$ cat src/rtl/axi_rd_burst_master_pkg.sv
// axi_rd_burst_master_pkg: shared defaults and burst FSM encoding for the DDR2 AXI masters
package axi_rd_burst_master_pkg;
  localparam int DEF_ADDR_WIDTH = 27;
  localparam int DEF_DATA_WIDTH = 16;
  localparam int DEF_DATA_LEVEL = 2;
  localparam int DEF_WBURST_LEN = 8;
  localparam int DEF_RBURST_LEN = 8;
  typedef enum logic [1:0] {ST_IDLE, ST_AR, ST_R, ST_DONE} burst_state_e;
endpackage

$ cat src/rtl/axi_rd_burst_master.sv
// axi_rd_burst_master: splits one user read request into AXI read bursts and streams the beats back
module axi_rd_burst_master
  import axi_rd_burst_master_pkg::*;
#(
  parameter int ADDR_WIDTH = DEF_ADDR_WIDTH,
  parameter int DATA_WIDTH = DEF_DATA_WIDTH,
  parameter int DATA_LEVEL = DEF_DATA_LEVEL,
  parameter int WBURST_LEN = DEF_WBURST_LEN,
  parameter int RBURST_LEN = DEF_RBURST_LEN
) (
  input  logic                  clk,
  input  logic                  rst,
  input  logic                  init_end,
  output logic                  axi_arvalid,
  input  logic                  axi_arready,
  output logic [ADDR_WIDTH-1:0] axi_araddr,
  output logic [7:0]            axi_arlen,
  input  logic                  axi_rvalid,
  output logic                  axi_rready,
  input  logic                  axi_rlast,
  input  logic [DATA_WIDTH-1:0] axi_rdata,
  input  logic                  rd_trig,
  input  logic [7:0]            rd_len,
  input  logic [ADDR_WIDTH-1:0] rd_addr,
  output logic [DATA_WIDTH-1:0] rd_data,
  output logic                  rd_data_en,
  output logic                  rd_ready,
  output logic                  rd_done
);
  if (RBURST_LEN < 1 || RBURST_LEN > 256 || WBURST_LEN < 1) begin : g_bad_param
    $error("axi_rd_burst_master: burst lengths must be 1..256");
  end
  burst_state_e          state_q, state_d;
  logic [ADDR_WIDTH-1:0] addr_q, addr_d;
  logic [8:0]            rem_q, rem_d, beats;
  logic [DATA_WIDTH-1:0] rd_data_q;
  logic                  rd_data_en_q, r_hs;
  assign beats       = (rem_q > 9'(RBURST_LEN)) ? 9'(RBURST_LEN) : rem_q;
  assign axi_arvalid = state_q == ST_AR;
  assign axi_rready  = state_q == ST_R;
  assign axi_araddr  = addr_q;
  assign axi_arlen   = axi_arvalid ? 8'(beats - 9'd1) : 8'd0;
  assign r_hs        = axi_rvalid & axi_rready;
  // Held low during reset so the user never sees ready while the core is being cleared.
  assign rd_ready    = (state_q == ST_IDLE) & init_end & ~rst;
  assign rd_done     = state_q == ST_DONE;
  assign rd_data     = rd_data_q;
  assign rd_data_en  = rd_data_en_q;
  always_comb begin
    state_d = state_q;
    addr_d  = addr_q;
    rem_d   = rem_q;
    case (state_q)
      ST_IDLE: if (rd_trig & rd_ready) begin
        addr_d  = rd_addr;
        rem_d   = {1'b0, rd_len};
        state_d = (rd_len == 8'd0) ? ST_DONE : ST_AR;
      end
      ST_AR: if (axi_arready) begin
        addr_d  = addr_q + ADDR_WIDTH'(int'(beats) * DATA_LEVEL);
        state_d = ST_R;
      end
      ST_R: if (r_hs) begin
        rem_d   = rem_q - 9'd1;
        state_d = axi_rlast ? ((rem_q > 9'd1) ? ST_AR : ST_DONE) : ST_R;
      end
      default: state_d = ST_IDLE;
    endcase
  end
  always_ff @(posedge clk or posedge rst) begin
    if (rst) begin
      state_q      <= ST_IDLE;
      addr_q       <= '0;
      rem_q        <= '0;
      rd_data_q    <= '0;
      rd_data_en_q <= 1'b0;
    end else begin
      state_q      <= state_d;
      addr_q       <= addr_d;
      rem_q        <= rem_d;
      rd_data_q    <= r_hs ? axi_rdata : rd_data_q;
      rd_data_en_q <= r_hs;
    end
  end
endmodule

$ cat config.mk
export PLATFORM = sky130hd
export DESIGN_NAME = axi_rd_burst_master
export DESIGN_NICKNAME = d
export VERILOG_FILES = /design/src/rtl/axi_rd_burst_master_pkg.sv /design/src/rtl/axi_rd_burst_master.sv
export SDC_FILE = /design/constraint.sdc
export NUM_CORES = 1
export LEC_CHECK = 0
export ABC_CLOCK_PERIOD_IN_PS = 9000
export CAP_MARGIN = 20
export CORE_MARGIN = 1.5
export CORE_UTILIZATION = 25
export CTS_CLUSTER_SIZE = 30
export DETAILED_ROUTE_END_ITERATION = 7
export PLACE_DENSITY = 0.46
export SYNTH_ARGS = -nofsm -noshare
export SYNTH_HDL_FRONTEND = slang
export SYNTH_SLANG_ARGS = --single-unit
$ cat constraint.sdc
create_clock -name clk -period 9 [get_ports clk]
set_input_delay 0.9 -clock clk [delete_from_list [all_inputs] [get_ports clk]]
set_output_delay 0.9 -clock clk [all_outputs]
set_load 0.03 [all_outputs]
Word-level counts from Yosys, hierarchy flattened --
Cells that the tools add are included.
Cells by class: add/subtract/negate cells 3, $mul 0, div/mod/pow operators 0, order comparisons 2, eq/ne operators 6, shift-type cells 0, muxes and demuxes 15, bitwise gates (word level) 5, reductions and logical operators 7
Operator list (count):
- 2-to-1 mux 27 bit | 2
- case mux 27 bit (2 select lines) | 1
- adder 27 x 10 -> 27 bit | 1
- 2-to-1 mux 9 bit | 3
- case mux 9 bit (2 select lines) | 1
- 2-to-1 mux 2 bit | 6
- greater-than comparator 9 x 1 -> 1 bit (second input constant) | 1
- greater-than comparator 9 x 4 -> 1 bit (second input constant) | 1
- AND reduction 3 bit | 3
- subtractor 9 x 1 -> 9 bit (second input constant) | 1
- zero test 8 bit | 1
- 2-to-1 mux 8 bit | 1
- subtractor 8 x 1 -> 8 bit (second input constant) | 1
- inequality test 2 x 1 -> 1 bit (second input constant) | 3
- case mux 2 bit (3 select lines) | 1
- bitwise AND 1 bit | 4
- == test 2 bit (second input constant) | 2
- nonzero test 2 bit | 2
- == test 2 x 1 -> 1 bit (second input constant) | 1
- zero test 2 bit | 1
- NOT 1 bit | 1
Storage, ports and cells: register bits 55, bits in latches 0, bits in writable memories 0, ROM bits 0, bits of input ports 58, output and inout port bits 56, logic and storage cells 43, memories kept 0

Depth between registers and ports, before layout --
Gate-level depths: netlist of run 1.
word-level depth 6, depth in mapped cells 13, gate-level depth less buffers 13

Worst setup path before layout of run 1 --
OpenSTA, ideal clock, no wires.
path kind reg2out, start point register rem_q[4], end point output axi_arlen[4], arrival 2.144 ns, required time 8.100 ns, path slack 5.956 ns, stages on the path, launching flop included 8, path buffers 0, cells stage by stage dfrtp_1 or4_4 a211oi_2 nand2_1 ha_1 nand3_1 xor2_1 nor2_1
On the way: cells in the longest elaborated chain, start to end 4
RTL lines:
- start, declared | line axi_rd_burst_master.sv:35 | logic [8:0] rem_q, rem_d, beats;
- start signal, assigned | line axi_rd_burst_master.sv:80 | rem_q <= rem_d;
- greater-than comparator 9 x 4 -> 1 bit | line axi_rd_burst_master.sv:38 | assign beats = (rem_q > 9'(RBURST_LEN)) ? 9'(RBURST_LEN) : rem_q;
- 2-to-1 mux 9 bit * | line axi_rd_burst_master.sv:38
- subtractor 8 x 1 -> 8 bit * | line axi_rd_burst_master.sv:42 | assign axi_arlen = axi_arvalid ? 8'(beats - 9'd1) : 8'd0;
- 2-to-1 mux 8 bit * | line axi_rd_burst_master.sv:42
- end, declared | line axi_rd_burst_master.sv:17 | output logic [7:0] axi_arlen,
Every way passes the cells marked *; elsewhere a longest branch is shown, timed or not.

Worst setup path in the final report of run 1 --
start point register state_q[1], end point output axi_arlen[5]
On the way: cells in the longest elaborated chain, start to end 2
RTL lines:
- start, declared | line axi_rd_burst_master.sv:33 | burst_state_e state_q, state_d;
- start signal, assigned | line axi_rd_burst_master.sv:78 | state_q <= state_d;
- == test 2 x 1 -> 1 bit | line axi_rd_burst_master.sv:39 | assign axi_arvalid = state_q == ST_AR;
- 2-to-1 mux 8 bit | line axi_rd_burst_master.sv:42
No other way between the ends.

==> results of run 1 <==
[worst max-delay path: stages (launching register included)]
cell,delay [ns]
dfrtp_1,0.58
nand2b_1,0.60
clkinv_1,0.53
nand2_1,0.33
nor2_1,0.08
clkdlybuf4s50_1,0.60
[synth_stat cells (all sizes together), types with 2 or more instances]
library cell / n
o22a: 3
nand4: 9
xnor2: 4
dfrtp: 55
xor2: 3
inv: 13
nor4b: 2
ha: 11
mux2: 17
nand2b: 4
nand2: 34
or4: 5
a21boi: 2
o22ai: 15
and2: 7
o21ai: 15
nor3b: 2
a21oi: 27
a32oi: 2
buf: 3
a21o: 2
clkbuf: 14
nor4: 3
nor3: 9
nor2: 35
or3: 4
and3: 6
a311oi: 7
a211oi: 7
nand3: 11
mux2i: 8
a31oi: 7
[power by group through the flow]
stage	Combinational (uW)	Sequential (uW)	Clock, uW
2_1_floorplan	459	671	0
3_3_place_gp	998	517	0
3_5_place_dp	1000	518	0
4_1_cts	1010	515	233
5_1_grt	1090	538	240
6_report	1010	515	224
[layout make-up]
| type | instances | area (sq um) |
|---|---|---|
| Multi-Input combinational cell | 280 | 1839 |
| Tap cell | 172 | 215.2 |
| Inverter | 14 | 52.55 |
| Sequential cell | 55 | 1376 |
| Clock inverter | 1 | 30.03 |
| Fill cell | 1297 | 7950 |
| Clock buffer | 6 | 128.9 |
| Timing Repair Buffer | 117 | 1181 |
[registers in the layout, indices dropped and copies added (netlist names)]
register    cells
rem_q           9
axi_araddr     27
rd_data        16
state_q         2
rd_data_en      1
[kinds of logic after synthesis]
kind of cell / Yosys count
simple gates: 134
compound gates: 99
flops: 55
buf+inv: 31
mux: 25
fa+ha+maj: 12
xor+xnor: 7
other cells: 1
[worst paths after layout]
kind | start | to | slack (ns) | cells past startpoint
max | state_q[1]$_DFFE_PP0P_ | axi_arlen[5] | 5.07 | 5
min in group asynchronous | rst | rd_data[9]$_DFFE_PP0P_ | 1.01 | 2
min reg2reg | axi_araddr[0]$_DFFE_PP0P_ | axi_araddr[0]$_DFFE_PP0P_ | 0.50 | 2
min | axi_araddr[0]$_DFFE_PP0P_ | axi_araddr[0]$_DFFE_PP0P_ | 0.50 | 2
max in group asynchronous | rst | axi_araddr[0]$_DFFE_PP0P_ | 7.09 | 3
max reg2reg | rem_q[4]$_DFFE_PP0P_ | axi_araddr[19]$_DFFE_PP0P_ | 5.56 | 11
[metal layers]
layer	track usage [%]	vias up
met5	0	-
met4	3.354	0
met3	5.888	6
met2	23.73	116
met1	20.80	1528
li1	-	1569
[through the flow]
| stage | area [sq um] | power (uW) | worst slack [ns] | hold WS, ns | std cells |
|---|---|---|---|---|---|
| final | 4823 | 1750 | 5.075 | 0.4984 | 645 |
| after global routing | 4823 | 1870 | 4.822 | 0.5265 | 645 |
| after CTS | 4796 | 1754 | 5.023 | 0.4983 | 644 |
| after detailed placement | 4637 | 1520 | 5.392 | 0.4730 | 637 |
| after floorplan | 3324 | 1130 | 5.956 | 0.5239 | 366 |
| after global placement | 4637 | 1515 | 5.376 | 0.4606 | 637 |
==> results.sh, run 1 <==
export IMPL_status="finished clean"
export IMPL_synth_enable_flop_cells=0
export IMPL_final_common_cell="clkdlybuf4s50_1"
export IMPL_crit_required_ns=8.10
export IMPL_worstMarginPinSlew_ns=0.9717
export IMPL_post_cts_buffers=0
export IMPL_die_w_um=118.2
export IMPL_cp_start_kind="flip-flop"
export IMPL_start_util_pct=25.97
export IMPL_clockRootBuffer="clkbuf_16"
export IMPL_p_comb_share_pct=57.8
export IMPL_min_period_ns=3.925
export IMPL_die_area_sq_um=13970
export IMPL_syn_area_per_cell_sq_um=9.112
export IMPL_worst_setup_path_end_kind="primary output"
export IMPL_io_buffers=113
export IMPL_clk_path_buf_depth=2
export IMPL_setup_viol=0
export IMPL_p_int_uw=930.3
export IMPL_rsz0062_at_grt="false"
export IMPL_layout_common_cells="clkdlybuf4s50_1 (113), dfrtp_1 (55), nor2_1 (35), nand2_1 (34), a21oi_1 (26)"
export IMPL_clkPwrFrac_pct=12.8
export IMPL_synth_area_mux_share_pct=8.186
export IMPL_final_util_pct=37.76
export IMPL_synth_top_family_by_area="simple AND/OR/NAND/NOR gates"
export IMPL_dr_max_layer_used="met4"
export IMPL_synth_top_cell_area_share_pct=41.49
export IMPL_drive_gt1_share_pct=7.400
export IMPL_routed_wl_met3_um=1045
export IMPL_ctsHoldBuffers=0
export IMPL_clk_pin_slew_worst_paths_ns=0.07
export IMPL_setup_tns_ns=0
export IMPL_ys_seq_area_share_pct=41.49
export IMPL_p_sw_uw=819.7
export IMPL_clock_sinks=55
export IMPL_cts_tree="yes"
export IMPL_h_tree_depth=2
export IMPL_ir_drop_uv=166.5
export IMPL_io_pins=114
export IMPL_drtAntennaViolNets=0
export IMPL_post_drt_wl_per_cell_um=16.75
export IMPL_synth_seq_cells=55
export IMPL_grt_overflow_total=0
export IMPL_cts_buffers_inserted=5
export IMPL_hold_violations=0
export IMPL_finalCritPeriodShare_pct=43.61
export IMPL_synth_area_sq_um=3317
export IMPL_synth_compound_area_share_pct=19.39
export IMPL_hold_class="flip-flop to flip-flop"
export IMPL_grt_total_usage_pct=15.52
export IMPL_yosysWarningCount=0
export IMPL_gp_congestion=0.7870
export IMPL_finalClockSkew_ns=0.006148
export IMPL_clock_latency_ns=0.30
export IMPL_die_y_um=118.2
export IMPL_rows=41
export IMPL_core_area_sq_um=12770
export IMPL_switching_share_pct=46.84
export IMPL_dp_hpwl_um=7855
export IMPL_syn_to_final_growth_pct=45.42
export IMPL_maxSlewHeadroom_pct=35.22
export IMPL_maxCapViolCount=0
export IMPL_power_leakage_uw=0.001936
export IMPL_grt_pass1_wl_um=17250
export IMPL_synth_cells=364
export IMPL_via_count=3219
export IMPL_route_detailed_drc=0
export IMPL_final_max_slew_viol_count=0
export IMPL_synth_distinct_cells=56
export IMPL_wl_um=10800
export IMPL_seq_power_share_pct=29.4
export IMPL_path_max_fanout=15
export IMPL_synth_area_leader_cell="dfrtp_1"
export IMPL_synth_area_leaders="dfrtp_1 (41%), mux2_2 (5.8%), ha_1 (4.1%), a21oi_1 (4.1%), nor2_1 (4.0%)"
export IMPL_synthAdderAreaFrac_pct=4.753
export IMPL_antenna_cells=0
export IMPL_yosys_area_share_simple_pct=20.60
export IMPL_antenna_found_initial=0
export IMPL_wl_met2_um=4641
export IMPL_arrival_ns=3.03
export IMPL_drt_iter0_markers=187
export IMPL_grt_pass1_vias=3233
export IMPL_first_pass_iters=4
export IMPL_async_flop_share_pct=100.0
export IMPL_grt_max_degree=44
export IMPL_synth_xor_area_share_pct=1.848
export IMPL_fmax_ghz=0.2548
export IMPL_ys_flop_type="dfrtp_1"
export IMPL_met1Wirelength_um=5028
export IMPL_viasPerCell=4.991
export IMPL_crit_type="flip-flop to primary output"
export IMPL_post_cts_resized=0
export IMPL_fin_nets=543
export IMPL_power_density_nw_per_um2=362.8
(Power assumes the default switching activity.)
==> run 2: changes to the inputs <==
Settings changed: ABC_CLOCK_PERIOD_IN_PS 9000 to 3750.
Clock period 9 ns to 3.75 ns, I/O delays scaled along.
==> run 2 against run 1 <==
Combinational power grew 140%. Sequential cell count did not move. Routed wire length rose by 1.2%. Sequential power rose by 140%.
==> results.sh, run 2 (synthesized netlist as in run 1, its figures left out) <==
export IMPL_antenna_found_initial=0
export IMPL_wl_um=10930
export IMPL_start_util_pct=25.97
export IMPL_clk_pin_slew_worst_paths_ns=0.08
export IMPL_grt_pass1_wl_um=18020
export IMPL_die_w_um=118.2
export IMPL_grt_max_degree=24
export IMPL_seq_power_share_pct=29.3
export IMPL_cp_start_kind="flip-flop"
export IMPL_worstMarginPinSlew_ns=0.9880
export IMPL_post_drt_wl_per_cell_um=16.85
export IMPL_fmax_ghz=0.2954
export IMPL_final_setup_worst_slack_ns=0.3651
export IMPL_crit_required_ns=3.38
export IMPL_min_period_ns=3.385
export IMPL_hold_violations=0
export IMPL_maxCapViolCount=0
export IMPL_clockRootBuffer="clkbuf_16"
export IMPL_p_int_uw=2248
export IMPL_rows=41
export IMPL_h_tree_depth=2
export IMPL_crit_chain="or4_4, a211oi_2, nand2_1, ha_1, nand3_1, xor2_1, nor2_1, clkdlybuf4s50_1"
export IMPL_finalClockSkew_ns=0.01113
export IMPL_num_fill_cells=1278
export IMPL_post_cts_buffers=0
export IMPL_crit_path_top_delay_cell="or4_4"
export IMPL_gp_congestion=0.7747
export IMPL_p_total_uw=4230
export IMPL_drt_iter0_markers=189
export IMPL_clk_path_buf_depth=2
export IMPL_final_max_slew_viol_count=0
export IMPL_multi_input_area_sq_um=1843
export IMPL_finalCritPeriodShare_pct=90.26
export IMPL_grt_overflow_total=0
export IMPL_via_count=3229
export IMPL_drtAntennaViolNets=0
export IMPL_slowest_delay_ns=0.60
export IMPL_hold_class="input port to asynchronous set/reset pin"
export IMPL_power_density_nw_per_um2=873.2
export IMPL_io_buffers=113
export IMPL_clock_latency_ns=0.31
export IMPL_drive_gt1_share_pct=8.595
export IMPL_setup_tns_ns=0
export IMPL_rsz0062_at_grt="false"
export IMPL_cts_buffers_inserted=5
export IMPL_layout_common_cells="clkdlybuf4s50_1 (113), dfrtp_1 (55), nor2_1 (35), nand2_1 (34), a21oi_1 (26)"
export IMPL_clkPwrFrac_pct=13.5
export IMPL_crit_buf_inv=1
export IMPL_die_y_um=118.2
export IMPL_grt_total_usage_pct=16.16
export IMPL_syn_to_final_growth_pct=46.06
export IMPL_arrival_ns=3.01
export IMPL_core_area_sq_um=12770
export IMPL_dp_hpwl_um=7996
export IMPL_cts_tree="yes"
export IMPL_final_common_cell="clkdlybuf4s50_1"
export IMPL_seq_area_sq_um=1376
export IMPL_ir_drop_uv=314.3
export IMPL_grt_pass1_vias=3460
export IMPL_crit_type="flip-flop to primary output"
export IMPL_largest_register_ffs=27
export IMPL_worst_setup_path_end_kind="primary output"
export IMPL_die_area_sq_um=13970
export IMPL_first_pass_iters=4
export IMPL_path_delay_family="simple AND/OR/NAND/NOR gates"
export IMPL_fin_nets=546
export IMPL_clock_sinks=55
export IMPL_io_pins=114
export IMPL_p_comb_share_pct=57.2
export IMPL_path_max_fanout=8
export IMPL_antenna_cells=0
export IMPL_place_ws_ns=0.2604
export IMPL_setup_viol=0
export IMPL_p_sw_uw=1982
export IMPL_power_leakage_uw=0.001953
export IMPL_route_detailed_drc=0
export IMPL_viasPerCell=4.975
export IMPL_status="finished clean"
export IMPL_switching_share_pct=46.85
export IMPL_maxSlewHeadroom_pct=34.13
==> run 2: changes by cell type in the layout (fill, tap and decap cells not counted) <==
cell	delta
buf_4	+4
a21boi_1	-1
a21boi_2	+1
buf_16	-1
clkbuf_1	-1
clkbuf_8	+1
clkinv_2	+1
==> run 2: layout make-up <==
| cell class | count | share of cell area (%) |
|---|---|---|
| clock inverter | 2 | 0.7231 |
| tap | 172 | 4.442 |
| timing repair buffer | 120 | 24.43 |
| clock buffer | 6 | 2.867 |
| inverter | 14 | 1.085 |
| multi-input combinational | 280 | 38.04 |
| sequential | 55 | 28.41 |
==> run 2: final timing paths <==
check / start / endpoint / slack [ns] / cells after the start
worst min-delay path: rst / rem_q[1]$_DFFE_PP0P_ / 0.44 / 2
worst min register to register: axi_araddr[0]$_DFFE_PP0P_ / axi_araddr[0]$_DFFE_PP0P_ / 0.50 / 2
max in group asynchronous: rst / axi_araddr[13]$_DFFE_PP0P_ / 2.63 / 3
worst max register to register: rem_q[4]$_DFFE_PP0P_ / axi_araddr[19]$_DFFE_PP0P_ / 0.40 / 11
min in group clk: axi_araddr[0]$_DFFE_PP0P_ / axi_araddr[0]$_DFFE_PP0P_ / 0.50 / 2
worst max-delay path: rem_q[4]$_DFFE_PP0P_ / axi_arlen[4] / 0.37 / 8
==> run 2: layer usage <==
layer | track usage, % | vias up | routed length [um]
met5 | 0 | - | 0
met4 | 4.116 | 0 | 124
met3 | 5.840 | 9 | 840
met2 | 25.51 | 107 | 4877
met1 | 20.92 | 1535 | 5093
li1 | - | 1578 | -
==> run 2: worst register-to-register path: stages (launching register included) <==
cell and delay (ns):
dfrtp_1 0.45, or4_4 0.60, a211oi_2 0.29, nand2_1 0.12, inv_1 0.09, ha_1 0.20
fa_1 0.24, nand3_1 0.14, a211o_1 0.34, a21boi_2 0.33, a311oi_1 0.15, a311oi_1 0.31
==> run 2: through the flow <==
step,std cells,area (sq um),hold slack (ns),utilization [%]
after floorplan,366,3324,0.4804,-
after global placement,641,4667,0.4603,36.54
after detailed placement,641,4667,0.4738,36.54
after CTS,649,4841,0.4484,37.90
after global routing,649,4845,0.4816,37.93
final,649,4845,0.4427,37.93
==> run 2: what timing repair did <==
action / in CTS / in global routing
resized for setup: 0 / 1
endpoints found under the setup margin: 0 / 1
hold buffers: 0 / 0
==> run 2: power by group through the flow <==
stage,sequential [uW],combinational [uW],clock [uW]
5_1_grt,1310,2620,621
3_5_place_dp,1250,2420,0
3_3_place_gp,1250,2420,0
4_1_cts,1250,2430,593
6_report,1240,2420,571
2_1_floorplan,1610,1100,0
==> edit 1 (config.mk and constraints of run 1) <==
Reset style: synchronous (`rst`), changed in one clocked block.
--- a/src/rtl/axi_rd_burst_master.sv
+++ b/src/rtl/axi_rd_burst_master.sv
@@ -68,5 +68,5 @@
     endcase
   end
-  always_ff @(posedge clk or posedge rst) begin
+  always_ff @(posedge clk) begin
     if (rst) begin
       state_q      <= ST_IDLE;
Behaviour: differs if rst is asserted again (counterexample within 4 cycles, from zero or initial values and one cycle with rst high); with rst held inactive, the same outputs for 4 cycles.
==> edit 1 against run 1 <==
Routed wire length down 2.8%; sequential share of layout area down 5.3 points; synthesized area down 0.11%; largest cell class unchanged; cell area down 1.8%; first-iteration DRC count down 17%; setup slack worse by 0.38 ns; critical endpoint unchanged; sequential cell count unchanged.
Power is not compared: it rests on default switching activity, and its combinational part moved more than twofold at a synthesized area within 25%.
==> edit 1: results <==
group,metric,value,unit
finish,final_nets,576,
synthesis,synth.top_cells.by_area,"dfxtp_1, nand2_1, a21oi_1",
finish,multi_input_gates,321,
detailed_routing,vias_per_cell,4.891,
placement,gp_congestion,0.7872,
placement,dpl.hpwl,7729,um
floorplanning,nWellTaps,172,
run_status,outcome,"finished, final reports clean",
sta,slew_headroom,40.02,%
detailed_routing,wl_met2,4875,um
setup_path,startpoint,"state_q[0]$_SDFFE_PP0P_",
setup_path,path_max_fanout,20,
finish,layout-drive-gt1-share,7.298,%
synthesis,yosys_warnings,0,
synthesis,syn-mean-instance-area,8.181,um^2
placement,preCtsSetupSlack,4.919,ns
finish,clock_area_share,3.275,%
grt,gr-usage-met3,2.083,%
detailed_routing,route.met3.wl,466,um
detailed_routing,via_count,3321,
setup_path,r2r_end,"axi_araddr[10]$_SDFFE_PP0P_",
finish,seq_share,23.24,%
synthesis,synth_top_flop_cell,"dfxtp_1",
synthesis,synth_cell_types,66,
grt,grt_usage,14.81,%
synthesis,seq_area_frac_synth,33.23,%
synthesis,yosys-top-cells-count,"nand2_1, dfxtp_1, a21oi_1, nor2_1, nor3_1",
grt,grt_use_met1,20.42,%
synthesis,async_flop_share,0,%
setup_path,r2r_slack,5.81,ns
sta,post-route-min-period,4.306,ns
finish,stdcell_area,0.004737,mm^2
finish,buf_share,24.35,%
finish,multi_input_area_share,43.87,%
setup_path,r2r_start,"rem_q[0]$_SDFFE_PP0P_",
min_path,worstHoldPathCells,2,
grt,grt_max_degree,34,
sta,fin_worst_skew,0.007198,ns
detailed_routing,wl_met1,5084,um
grt,grtUsageMet2,24.49,%
placement,placed_area,0.004582,mm^2
detailed_routing,drt-total-wl,10500,um
pwr,clkPwrFrac,33.3,%
sta,whs,0.4556,ns
min_path,min_to,"rd_data[8]$_SDFFE_PP0P_",
finish,nNonClkBuffers,114,
grt,grt_pass1_wl,17140,um
placement,dp.cells,671,
detailed_routing,drt_iter0_drc,155,
finish,nFillCells,1337,
setup_path,arrival,3.41,ns
finish,inverters_excl_clock,9,
min_path,holdCritStartpoint,"rd_data[8]$_SDFFE_PP0P_",
-- edit 1: cell count changes after synthesis, moves of 7 or more --
cell,delta
nand2_1,+31
mux2_2,-17
nor3_1,+9
o21bai_1,+8
xnor2_1,+7
a21oi_1,+8
dfrtp_1,-55
a211oi_1,+8
o22ai_1,-14
dfxtp_1,+55
-- edit 1: logic make-up (layout without fill, tap and decap cells) --
family | count (synthesis) | count (layout) | share of synthesized area (%)
multiplexers | 4 | 4 | 1.209
flip-flops | 55 | 55 | 33.23
AO/OA/AOI/OAI | 111 | 111 | 24.17
AND/OR/NAND/NOR | 179 | 179 | 29.08
buffers and inverters | 31 | 131 | 4.267
XOR/XNOR | 12 | 12 | 3.172
adder cells (fa/ha/maj) | 12 | 12 | 4.758
other | 1 | 3 | 0.1132
-- edit 1: worst max-delay path: stages, from the launching register on --
cell and delay [ns]:
dfxtp_1 0.91, nand2b_1 0.53, inv_1 0.57, nand2_1 0.25, nor2_1 0.16, clkdlybuf4s50_1 0.68
==> edit 2 (settings of run 1) <==
Made on the original files. Set the package constant `DEF_ADDR_WIDTH` to 54 (it was 27).
--- a/src/rtl/axi_rd_burst_master_pkg.sv
+++ b/src/rtl/axi_rd_burst_master_pkg.sv
@@ -1,5 +1,5 @@
 // axi_rd_burst_master_pkg: shared defaults and burst FSM encoding for the DDR2 AXI masters
 package axi_rd_burst_master_pkg;
-  localparam int DEF_ADDR_WIDTH = 27;
+  localparam int DEF_ADDR_WIDTH = 54;
   localparam int DEF_DATA_WIDTH = 16;
   localparam int DEF_DATA_LEVEL = 2;
Ports: changed (resized axi_araddr and rd_addr); port bits go from 114 to 168. No check against the original RTL was run, so the function may have changed too.
==> edit 2 against run 1 <==
Synthesized area up 57%; power rose by 52%; critical path depth is 8 higher; routed wire length increased by 86%; clock skew up 0.0043 ns; first-iteration DRC count grew 100%; setup slack got worse by 0.77 ns; global-route usage up 2.9 points; cell area increased by 55%; sequential cell count increased by 27; count of clock-buffer cells in the layout is 5 higher; critical path type is now register to register; critical endpoint is now axi_araddr[17]$_DFFE_PP0P_; largest cell class unchanged; highest routed layer is now met5.
==> edit 2: results <==
group,metric,value,unit
sta,fin_worst_skew,0.01045,ns
placement,gp_congestion,0.8322,
synthesis,synth_cell_types,63,
detailed_routing,highest_layer,"met5",
grt,grtUsageMet2,28.52,%
detailed_routing,vias_per_cell,5.267,
synthesis,synth_compound_area_share,24.78,%
detailed_routing,drt_iter0_drc,383,
grt,gr-usage-met3,4.720,%
detailed_routing,wl_met2,9013,um
pwr,p_sw,0.001274,W
grt,antenna_found_initial,3,
setup_path,r2r_end,"axi_araddr[17]$_DFFE_PP0P_",
synthesis,synth.top_cells.by_area,"dfrtp_1, a311oi_1, a21oi_1",
grt,grt_max_degree,64,
grt,grt_pass1_wl,31100,um
synthesis,synth_fa_ha_area_share,3.268,%
setup_path,path_max_fanout,12,
pwr,p_leak,2.945,nW
finish,final_nets,851,
finish,largest_reg_flops,54,
run_status,outcome,"finished, final reports clean",
synthesis,yosys-top-cells-count,"dfrtp_1, nor2_1, nand2_1",
sta,max_freq,213.1,MHz
synthesis,seq_area_frac_synth,39.41,%
setup_path,r2r_slack,4.31,ns
detailed_routing,post_drt_wl_per_cell,19.51,um
## edit 2: changes by cell type after synthesis, moves of 9 or more
cell and delta:
dfrtp_1 +27, nor3_1 +9, nand2_1 +17, clkbuf_1 +13
and3_1 +14, a21oi_1 +13, nor2_1 +18, a311oi_1 +16
or3_1 +15, inv_1 +9, a211oi_1 +10, o21ai_0 +24
## edit 2: area by class of cell
cell class / instances / area share, %
Multi-Input combinational cell: 460 / 39.46
Sequential cell: 82 / 27.37
Timing Repair Buffer: 177 / 23.30
Tap cell: 270 / 4.507
Clock buffer: 11 / 3.372
Inverter: 23 / 1.168
Clock inverter: 5 / 0.8179
## edit 2: worst max-delay path, cell delays in order, from the launching register on
cell       delay, ns
dfrtp_1         0.43
or3_1           0.42
a2111oi_0       0.78
nand2_1         0.17
inv_1           0.11
ha_1            0.17
inv_1           0.05
fa_1            0.37
nand2b_4        0.16
a21o_1          0.23
a211o_1         0.42
a21oi_1         0.84
a31oi_1         0.18
o22a_1          0.23
## edit 2: worst max path at each step
stage / from / end / slack (ns) / cells past startpoint
floorplan: rem_q[5]$_DFFE_PP0P_ / axi_araddr[39]$_DFFE_PP0P_ / 5.09 / 13
global placement: rem_q[5]$_DFFE_PP0P_ / axi_araddr[17]$_DFFE_PP0P_ / 4.46 / 13
detailed placement: rem_q[5]$_DFFE_PP0P_ / axi_araddr[17]$_DFFE_PP0P_ / 4.36 / 13
CTS: rem_q[5]$_DFFE_PP0P_ / axi_araddr[17]$_DFFE_PP0P_ / 4.33 / 13
global route: rem_q[5]$_DFFE_PP0P_ / axi_araddr[23]$_DFFE_PP0P_ / 3.98 / 13
finish: rem_q[5]$_DFFE_PP0P_ / axi_araddr[17]$_DFFE_PP0P_ / 4.31 / 13
## edit 2: through the flow
step / cells / util, % / worst slack, ns / hold slack [ns] / power [W]
after detailed placement: 1012 / 35.38 / 4.360 / 0.4763 / 0.002264
after global routing: 1028 / 36.93 / 3.979 / 0.4974 / 0.002835
after floorplan: 600 / - / 5.089 / 0.4633 / 0.001644
after global placement: 1012 / 35.38 / 4.459 / 0.4617 / 0.002250
final: 1028 / 36.93 / 4.307 / 0.4882 / 0.002662
after CTS: 1028 / 36.93 / 4.333 / 0.4865 / 0.002673
## edit 2: power by group through the flow
stage | sequential [W] | clock (W) | combinational [W]
2_1_floorplan | 0.00101 | 0 | 0.000636
3_3_place_gp | 0.000770 | 0 | 0.00148
3_5_place_dp | 0.000776 | 0 | 0.00149
4_1_cts | 0.000772 | 0.000410 | 0.00149
5_1_grt | 0.000805 | 0.000429 | 0.00160
6_report | 0.000776 | 0.000400 | 0.00149
